File: src/rtl/time_set_ctrl_pkg.sv
// Shared mode encodings, field widths and field limits for the clock controller.
// Also holds the wrap-around increment helpers used by the run and edit paths.
package clock_pkg;

  localparam int HOUR_W   = 5;
  localparam int MINSEC_W = 6;

  localparam logic [HOUR_W-1:0]   HOUR_MAX   = 5'd23;
  localparam logic [MINSEC_W-1:0] MINSEC_MAX = 6'd59;

  typedef enum logic [1:0] {
    MODE_RUN      = 2'd0,
    MODE_SET_HOUR = 2'd1,
    MODE_SET_MIN  = 2'd2,
    MODE_SET_SEC  = 2'd3
  } mode_e;

  // Wrap on equality with the maximum so a field never leaves its legal range.
  function automatic logic [HOUR_W-1:0] hour_inc(input logic [HOUR_W-1:0] h);
    return (h == HOUR_MAX) ? '0 : h + 1'b1;
  endfunction

  function automatic logic [MINSEC_W-1:0] minsec_inc(input logic [MINSEC_W-1:0] v);
    return (v == MINSEC_MAX) ? '0 : v + 1'b1;
  endfunction

endpackage

File: src/rtl/time_set_ctrl_if.sv
// Button inputs and time/display outputs of the clock controller.
interface time_set_ctrl_if;
  import clock_pkg::*;

  logic                btn_mode;
  logic                btn_inc;
  logic [HOUR_W-1:0]   hour;
  logic [MINSEC_W-1:0] min;
  logic [MINSEC_W-1:0] sec;
  logic [1:0]          mode;
  logic                blink;
  logic                tick_1hz;

  modport master (
    output btn_mode, btn_inc,
    input  hour, min, sec, mode, blink, tick_1hz
  );

  modport slave (
    input  btn_mode, btn_inc,
    output hour, min, sec, mode, blink, tick_1hz
  );

endinterface

File: src/rtl/time_set_ctrl_tick_gen.sv
// Prescaler producing a one-cycle 1 Hz enable and a 2 Hz half-tick enable.
// Both enables are registered and line up with the counter value they decode.
module tick_gen #(
  parameter int CLK_HZ = 100_000_000
) (
  input  logic clk,
  input  logic rst,
  input  logic clr,
  output logic tick,
  output logic half_tick
);

  localparam int CW = $clog2(CLK_HZ);
  localparam logic [CW-1:0] LAST = CW'(CLK_HZ - 1);
  localparam logic [CW-1:0] HALF = CW'(CLK_HZ / 2 - 1);

  logic [CW-1:0] pcnt_reg;
  logic [CW-1:0] pcnt_next;

  always_comb begin
    pcnt_next = pcnt_reg + 1'b1;
    if (clr || pcnt_reg == LAST)
      pcnt_next = '0;
  end

  // Enables are computed from the next count so they are high while pcnt holds that value.
  always_ff @(posedge clk or posedge rst) begin
    if (rst) begin
      pcnt_reg  <= '0;
      tick      <= 1'b0;
      half_tick <= 1'b0;
    end else begin
      pcnt_reg  <= pcnt_next;
      tick      <= (pcnt_next == LAST);
      half_tick <= (pcnt_next == LAST) || (pcnt_next == HALF);
    end
  end

endmodule

File: src/rtl/time_set_ctrl.sv
// Clock time-keeping and button-driven time-set controller.
// Holds the mode FSM, the hh:mm:ss registers with carry chain and the blink register.
module time_set_ctrl
  import clock_pkg::*;
#(
  parameter int CLK_HZ = 100_000_000
) (
  input logic           clk,
  input logic           rst,
  time_set_ctrl_if.slave bus
);

  mode_e               mode_reg;
  logic                blink_reg;
  logic [HOUR_W-1:0]   hour_reg;
  logic [MINSEC_W-1:0] min_reg;
  logic [MINSEC_W-1:0] sec_reg;
  logic                tick;
  logic                half_tick;
  logic                edit_inc;
  logic                pcnt_clr;

  // A mode press always wins over a simultaneous increment press.
  assign edit_inc = bus.btn_inc && !bus.btn_mode;
  assign pcnt_clr = (mode_reg == MODE_SET_SEC) && (bus.btn_mode || bus.btn_inc);

  tick_gen #(.CLK_HZ(CLK_HZ)) u_tick_gen (
    .clk       (clk),
    .rst       (rst),
    .clr       (pcnt_clr),
    .tick      (tick),
    .half_tick (half_tick)
  );

  always_ff @(posedge clk or posedge rst) begin
    if (rst) begin
      mode_reg  <= MODE_RUN;
      blink_reg <= 1'b1;
    end else if (bus.btn_mode) begin
      case (mode_reg)
        MODE_RUN:      begin mode_reg <= MODE_SET_HOUR; blink_reg <= 1'b1; end
        MODE_SET_HOUR: begin mode_reg <= MODE_SET_MIN;  blink_reg <= half_tick ? ~blink_reg : blink_reg; end
        MODE_SET_MIN:  begin mode_reg <= MODE_SET_SEC;  blink_reg <= half_tick ? ~blink_reg : blink_reg; end
        default:       begin mode_reg <= MODE_RUN;      blink_reg <= 1'b1; end
      endcase
    end else if (mode_reg == MODE_RUN) begin
      blink_reg <= 1'b1;
    end else if (half_tick) begin
      blink_reg <= ~blink_reg;
    end
  end

  always_ff @(posedge clk or posedge rst) begin
    if (rst) begin
      hour_reg <= '0;
      min_reg  <= '0;
      sec_reg  <= '0;
    end else begin
      case (mode_reg)
        MODE_RUN: begin
          if (tick) begin
            sec_reg <= minsec_inc(sec_reg);
            if (sec_reg == MINSEC_MAX) begin
              min_reg <= minsec_inc(min_reg);
              if (min_reg == MINSEC_MAX)
                hour_reg <= hour_inc(hour_reg);
            end
          end
        end
        MODE_SET_HOUR: if (edit_inc) hour_reg <= hour_inc(hour_reg);
        MODE_SET_MIN:  if (edit_inc) min_reg  <= minsec_inc(min_reg);
        default:       if (edit_inc) sec_reg  <= '0;
      endcase
    end
  end

  assign bus.hour     = hour_reg;
  assign bus.min      = min_reg;
  assign bus.sec      = sec_reg;
  assign bus.mode     = mode_reg;
  assign bus.blink    = blink_reg;
  assign bus.tick_1hz = tick;

endmodule

File: src/flat_wrapper.sv
// flat-port wrapper written by rule: the top's interface ports become plain ports
module time_set_ctrl_flat import clock_pkg::*;
#(
  parameter int CLK_HZ = 100_000_000
)
  (clk, rst, bus_btn_mode, bus_btn_inc, bus_hour, bus_min, bus_sec, bus_mode, bus_blink, bus_tick_1hz);
  time_set_ctrl_if bus_i ();
  input logic clk;
  input logic rst;
  input wire logic [$bits(bus_i.btn_mode)-1:0] bus_btn_mode;
  input wire logic [$bits(bus_i.btn_inc)-1:0] bus_btn_inc;
  output wire logic [$bits(bus_i.hour)-1:0] bus_hour;
  output wire logic [$bits(bus_i.min)-1:0] bus_min;
  output wire logic [$bits(bus_i.sec)-1:0] bus_sec;
  output wire logic [$bits(bus_i.mode)-1:0] bus_mode;
  output wire logic [$bits(bus_i.blink)-1:0] bus_blink;
  output wire logic [$bits(bus_i.tick_1hz)-1:0] bus_tick_1hz;
  assign bus_i.btn_mode = bus_btn_mode;
  assign bus_i.btn_inc = bus_btn_inc;
  assign bus_hour = bus_i.hour;
  assign bus_min = bus_i.min;
  assign bus_sec = bus_i.sec;
  assign bus_mode = bus_i.mode;
  assign bus_blink = bus_i.blink;
  assign bus_tick_1hz = bus_i.tick_1hz;
  time_set_ctrl #(.CLK_HZ(CLK_HZ)) u_core (.clk(clk), .rst(rst), .bus(bus_i));
endmodule
File: config.mk
export PLATFORM = sky130hd
export DESIGN_NAME = time_set_ctrl_flat
export DESIGN_NICKNAME = d
export VERILOG_FILES = /design/src/rtl/time_set_ctrl_pkg.sv /design/src/rtl/time_set_ctrl_if.sv /design/src/rtl/time_set_ctrl_tick_gen.sv /design/src/rtl/time_set_ctrl.sv /design/src/flat_wrapper.sv
export SDC_FILE = /design/constraint.sdc
export NUM_CORES = 1
export LEC_CHECK = 0
export CELL_PAD_IN_SITES_DETAIL_PLACEMENT = 1
export CELL_PAD_IN_SITES_GLOBAL_PLACEMENT = 1
export CORE_MARGIN = 3
export CORE_UTILIZATION = 44
export CTS_CLUSTER_SIZE = 25
export DETAILED_ROUTE_END_ITERATION = 10
export HOLD_SLACK_MARGIN = 0.03
export PLACE_DENSITY = 0.91
export SETUP_SLACK_MARGIN = 0.05
export SLEW_MARGIN = 0
export SYNTH_ARGS = -nofsm -noshare
export SYNTH_HDL_FRONTEND = slang
export SYNTH_SLANG_ARGS = --single-unit
File: constraint.sdc
create_clock -name clk -period 2.7 [get_ports clk]
set_clock_uncertainty 0.05 [all_clocks]
set_input_delay 0.54 -clock clk [delete_from_list [all_inputs] [get_ports clk]]
set_output_delay 0.54 -clock clk [all_outputs]
set_load 0.02 [all_outputs]
==> metrics list, run 1 <==
* Run status: finished, final reports clean
- Once layout is complete, the utilization of the core stands at 0.552.
- Reg-to-Reg End: u_core.u_tick_gen.half_tick
- Sequential-to-total area share from yosys stat: 0.442
- In the final routed layout, each cell accounts on average for 18.2 um.
* Final worst path period share: 0.917
- The cell count after synthesis came out at 296.
- Kind of start point of the critical path: flop
- Starting Density: 0.461
- For this design, the sink count on the clock tree is 49.
- Together, buffers and inverters on the worst path number 1.
- Pwr per Cell Area: 863 nW/um2
* TritonRoute pass-1 iters: 4
- Counting every net in the synthesized netlist gives 308.
- Slowest Stage Delay on Critical Path: 600 ps
- The multi-input combinational cells in the finished layout cover a total of 1520 um2.
- Data arrives at the worst endpoint at 2620 ps.
- Unrepaired setup endpoints after global routing: false
* Cell with the largest stage delay on the worst path: or4_4
- In this run the power spent charging and discharging nets is 1.16 mW.
* Category of the worst setup path capture point: flop
* Inst Count DP: 397
- The final max-slew violation count is 0.
* Number of global-route vias before repair: 2,549
- Post-Place Cell Area: 3140 um2
* Standard-cell rows: 28
* Number of nets in the layout: 344
- Layout area overhead: 19.8%
* Synthesis warning total: 0
- Clock tree from TritonCTS: done
- The critical path goes through ha_4 -> nand4_4 -> or4_4 -> clkbuf_2 -> or3_2 -> nand4_1 -> nor4_2 -> nand4bb_1 -> a21oi_1.
- Largest register FFs: 27
- Maximum fanout along the worst path: 6
* Clock Latency Late Sink: 310 ps
- Most frequent cells in the layout: dfrtp_1 (45), nor2_1 (35), nand2_1 (30)
- Clock-pin slew was measured on the worst setup and hold paths at 100 ps.
- Dividing the synthesized area by the synthesized cell count gives 9.38 um2.
* Worst setup path class: flop to flop
- The filler cells instantiated in the layout total 703.
- For this run, design rule violations remaining after detail routing come to 0.
- Pin count of the biggest net entering global routing: 27
* Final period demand of the worst path: 2480 ps
- Number of antenna cells inserted: 0
- Clock tree synthesis inserted a total of 5 buffers.
- Number of library cell types mapped by synthesis: 54
- Post-route non-filler standard cell count: 408
- Die boundary width: 85.4 um
- The tool flagged a number of max-cap violations equal to 0.
- CTS HTree Levels: 2
- Headroom to the max-slew limit: 0.546
- Area of the placeable core: 6030 um2
* Area taken by flip-flops and latches: 1230 um2
- Most common library cell in the layout ignoring fill and taps: dfrtp_1
- The share of total power dissipated in sequential elements is 0.396.
- DP HPWL: 5510 um
- Port buffering added 24 buffers.
- The number of hold violations in the final report was 0.
- In this run the remaining antenna-violating nets after routing total 0.
* Clock share of power: 0.183
* Total track usage: 0.213
* Setup total negative slack: 0 ps
- The floorplan step set the die height to 85.4 um.
- The tightest hold path in the finished design has a slack of 458 ps.
- Global-route congestion overflow total: 0
- Number of top-level pins: 25
- R2R depth: 9
* First-pass GRT wire length: 12,300 um
- Max Clk Rate: 404 MHz
- Area of the die: 7300 um2
* Beginning of the worst register-to-register path: u_core.u_tick_gen.pcnt_reg[0]
* Switch share: 0.403
- The internal portion of the total power is 1.71 mW.
* Leakage: 1.38 nW
- In this run the clock root is driven by a clkbuf_8.
* Iter 0 DRT Violations: 90
* Area of all placed cells without fillers: 3330 um2
* Hold_buf cts: 0
- Among all flip-flop cells after synthesis, the most frequent one is dfrtp_1.
* Initial antenna violation count: 0
- At the end of routability-driven placement, the weighted congestion stood at 0.823.
* Highest ir drop seen on vdd: 439 uV
- STA puts the critical path data required time at 2850 ps.
- Cell area after technology mapping: 2780 um2
* Number of flops mapped to enable cells by yosys: 0
* Flop-to-flop setup slack: 220 ps
- Combinational fraction of design power: 0.421
- After synthesis, the share of flip-flops with an asynchronous set or reset is 1.00.
- Slew at the pin closest to its max-slew limit: 673 ps
* Setup violations, final: 0
* Wire length reported by the detailed router: 7430 um
- In this run the worst hold path is classified as input port to asynchronous set/reset pin.
- Summing over every cut layer, the via total after detailed routing is 2,399.
- In this run, synthesis produced a sequential element count of 49.
- Layout cell share with drive strength beyond 1: 0.141
* Kind of cell with the highest combined delay on the critical path: simple AND/OR/NAND/NOR gates
- Clk buf depth: 2
* Detail-routed via count per cell: 5.88
[cell families after synthesis]
family	synth area share
fa+ha+maj	0.0361
xor+xnor	0.0757
buf+inv	0.0311
simple gates	0.291
flops	0.442
compound gates	0.104
mux	0.0198
[repair_timing]
| item | CTS | global route |
|---|---|---|
| resized for setup | 0 | 12 |
| setup buffers | 0 | 3 |
| setup endpoints to repair | 0 | 2 |
[routing by layer]
layer | share of wire | GRT usage
met1 | 0.42 | 0.256
met2 | 0.52 | 0.371
met3 | 0.028 | 0.0320
met4 | 0.034 | 0.105
met5 | 0 | 0
[worst max path at each step]
stage / end / slack, ps / cells after the start / start
after floorplan: u_core.u_tick_gen.half_tick / 280 / 9 / u_core.u_tick_gen.pcnt_reg[0]
after global placement: u_core.u_tick_gen.half_tick / 150 / 8 / bus_btn_inc
after detailed placement: u_core.bus.min[2] / 100 / 7 / bus_btn_mode
after CTS: u_core.u_tick_gen.half_tick / 100 / 9 / u_core.u_tick_gen.pcnt_reg[0]
after global routing: u_core.u_tick_gen.half_tick / 80 / 8 / u_core.u_tick_gen.pcnt_reg[0]
final: u_core.u_tick_gen.half_tick / 220 / 9 / u_core.u_tick_gen.pcnt_reg[0]
[cells in the mapped netlist, types with 2 or more instances]
master,count,share of area
a21oi_1,9,0.016
mux2_2,4,0.016
nor2b_1,5,0.011
and2_1,3,0.0068
a31oi_1,2,0.0045
nand2b_1,6,0.014
nor3_1,7,0.013
dfrtp_1,48,0.43
xnor2_1,15,0.047
xor2_1,9,0.028
o31ai_1,4,0.011
nor3b_1,2,0.0054
o21ai_0,19,0.034
or2_2,2,0.0045
buf_6,2,0.0081
nand4_1,17,0.038
ha_1,8,0.036
nor2_1,35,0.047
and3_1,5,0.011
inv_1,9,0.012
and4_1,2,0.0063
o22ai_1,2,0.0045
nand2_1,30,0.041
clkbuf_1,4,0.0054
nand3_1,13,0.023
nor4_1,4,0.0090
or4_1,3,0.0081
[worst reg2reg max path, delay by kind of cell, from the launching register on]
family | cells | cell delay [ps]
compound gates | 1 | 70
fa+ha+maj | 1 | 170
simple gates | 6 | 1490
flops | 1 | 420
buf+inv | 1 | 170
[final cells by class]
cell class / count / share of cell area
multi-input cells: 230 / 0.456
clock inverters: 2 / 0.0117
inverters: 9 / 0.0102
well taps: 75 / 0.0282
repair buffers: 37 / 0.102
flip-flops and latches: 49 / 0.370
clock buffers: 6 / 0.0218
[stage by stage]
step                setup WS, ps  power (mW)
finish                       224        2.87
global route                79.0        3.06
floorplan                    277        1.79
detailed placement           102        2.30
CTS                         98.9        2.84
global placement             151        2.19
[power groups by stage]
stage	Combinational [mW]	Clock (mW)	Sequential (mW)
CTS	1.18	0.545	1.12
finish	1.21	0.525	1.14
global route	1.31	0.573	1.18
floorplan	0.560	0	1.23
detailed placement	1.17	0	1.13
global placement	1.08	0	1.11
No activity file was read; power rests on OpenSTA's default activity.
==> inputs of run 2 (changes only) <==
--- a/config.mk
+++ b/config.mk
@@ -8,9 +8,10 @@
 export CELL_PAD_IN_SITES_DETAIL_PLACEMENT = 1
 export CELL_PAD_IN_SITES_GLOBAL_PLACEMENT = 1
 export CORE_MARGIN = 3
-export CORE_UTILIZATION = 44
+export CORE_UTILIZATION = 49
 export CTS_CLUSTER_SIZE = 25
 export DETAILED_ROUTE_END_ITERATION = 10
+export DONT_BUFFER_PORTS = 1
 export HOLD_SLACK_MARGIN = 0.03
 export PLACE_DENSITY = 0.91
 export SETUP_SLACK_MARGIN = 0.05
==> run 2 against run 1 <==
Compared with the run above:
- sequential share of layout area rose by 3.2 points
- setup slack worse by 90 ps
- largest cell class unchanged
- largest power group is now sequential cells
- highest routed layer unchanged
- sequential cell count unchanged
- count of clock-buffer cells in the layout fell by 1
==> metrics list, run 2 (synthesized netlist as in run 1, its figures left out) <==
- Total number of clock tree sinks: 49
- Row generation in the floorplan step produced 26 rows.
* Fin worst setup slack: 134 ps
- The HPWL after detailed placement is 5260 um.
- Leakage: 1.29 nW
* Pre-CTS WS: 73.2 ps
- Global-route congestion overflow total: 0
- Number of antenna cells inserted: 0
- Worst setup path class: flop to flop
- The worst pin sits at a relative slew slack of 0.624.
* Routed WL per cell: 18.6 um
* Most common library cell in the layout ignoring fill and taps: dfrtp_1
- Across the run, the number of max-cap violations was 0.
* Die boundary width: 81.3 um
* Most frequent cells in the layout: dfrtp_1 (48), nor2_1 (35), nand2_1 (30)
* Flop-to-flop setup slack: 130 ps
- Number of global-route vias before repair: 2,430
- The worst setup path is launched from a flop.
- Once detail routing completed, the nets flagged for antenna violations numbered 0.
* Setup violations, final: 0
- Measured on the finished design, the core utilization comes to 0.576.
* Highest ir drop seen on vdd: 518 uV
* Layout area overhead: 9.96%
- Number of top-level pins: 25
- Hold_buf cts: 0
- Of the cells placed in the final design, the portion with a size suffix greater than 1 is 0.145.
* Vias: 2,311
* Max Clk Rate: 390 MHz
* Area of the placeable core: 5300 um2
* Clock Latency Late Sink: 310 ps
- Vert. Die Dim: 81.3 um
- Run status: finished, final reports clean
- Gpl congestion: 0.836
* Final worst path period share: 0.950
- Signal arrival time at the worst endpoint: 2750 ps
- Area of the die: 6610 um2
- The initial antenna violation count was 0.
* Maximum fanout along the worst path: 7
- At the end of the flow, the number of nets in the layout was 322.
- Clock tree from TritonCTS: done
- In the routed design, unresolved DRC markers number 0.
- The number of placed instances, taps included, is 369.
* Hold WS: 52.0 ps
- The number of hold violations in the final report was 0.
- The finished layout holds 381 standard cells, fillers aside.
- Clk buf depth: 2
- CTS HTree Levels: 2
- TritonRoute pass-1 iters: 4
- Starting Density: 0.524
* Pin count of the biggest net entering global routing: 22
- For this block, the initial DRC count from the detailed router was 116.
* Endpoint required time on the critical path: 2880 ps
- Total track usage: 0.223
* Count of input and output buffers: 0
* Detail-routed via count per cell: 6.07
- Wire length reported by the detailed router: 7100 um
- The first global-routing pass estimated 11,200 um of wire.
* Slew at the pin closest to its max-slew limit: 560 ps
* Final period demand of the worst path: 2570 ps
- The tree is rooted in a clkbuf_8.
- In this run, CTS created clock tree buffers numbering 5.
- Clock-pin slew was measured on the worst setup and hold paths at 100 ps.
- Category of the worst setup path capture point: flop
- For this design the ratio of total power to cell area is 829 nW/um2.
* Fin. max-slew vios: 0
* Hold Crit Class: input port to asynchronous set/reset pin
- The register with the most flip-flops in the layout has 27 of them.
## run 2: through the flow
step                      cell area, um2  power (mW)  TNS (ps)
after floorplan                     2780        1.79         0
final                               3050        2.53         0
after detailed placement            2900        2.06         0
after global routing                3050        2.73     -45.0
after CTS                           3000        2.49         0
after global placement              2900        1.98         0
## run 2: per-layer routing
layer,global-route usage,part of all wire
met1,0.251,0.43
met2,0.410,0.52
met3,0.0488,0.036
met4,0.0794,0.013
met5,0,0
## run 2: cell type report
type	instances	area, um2
sequential	49	1230
fill	608	2250
clock buffer	5	68.8
multi-input combinational	230	1510
timing repair buffer	15	113
inverter	9	33.8
tap	70	87.6
clock inverter	3	17.5
## run 2: repair_timing
| action | in CTS | in global routing |
|---|---|---|
| setup buffers | 0 | 4 |
| pin swaps | 0 | 2 |
| hold endpoints to repair | 0 | 0 |
| resized for setup | 1 | 5 |
| setup endpoints to repair | 1 | 2 |
## run 2: worst paths after layout
kind / startpoint / to / cells past startpoint
max reg2reg: u_core.u_tick_gen.pcnt_reg[1] / u_core.u_tick_gen.half_tick / 9
min reg2reg: u_core.u_tick_gen.half_tick / u_core.bus.blink / 2
min: rst / u_core.bus.hour[4] / 1
max in group asynchronous: rst / u_core.bus.blink / 2
max: u_core.u_tick_gen.pcnt_reg[1] / u_core.u_tick_gen.half_tick / 9
min in group clk: bus_btn_mode / u_core.bus.mode[1] / 1
## run 2: where the power goes
| group | total (mW) | leakage (nW) | internal [mW] | switching, mW |
|---|---|---|---|---|
| logic | 0.823 | 0.599 | 0.351 | 0.473 |
| registers | 1.28 | 0.645 | 0.894 | 0.382 |
| clock network | 0.432 | 0.0439 | 0.179 | 0.252 |
| total | 2.53 | 1.29 | 1.42 | 1.11 |
## run 2: critical path, cell delays in order, from the launching register on
cell	delay, ps
dfrtp_1	450
ha_4	190
nand4_4	110
or4_4	610
buf_4	170
nor4b_1	350
a41oi_1	110
nand2_1	110
nand4_1	160
a21oi_1	170
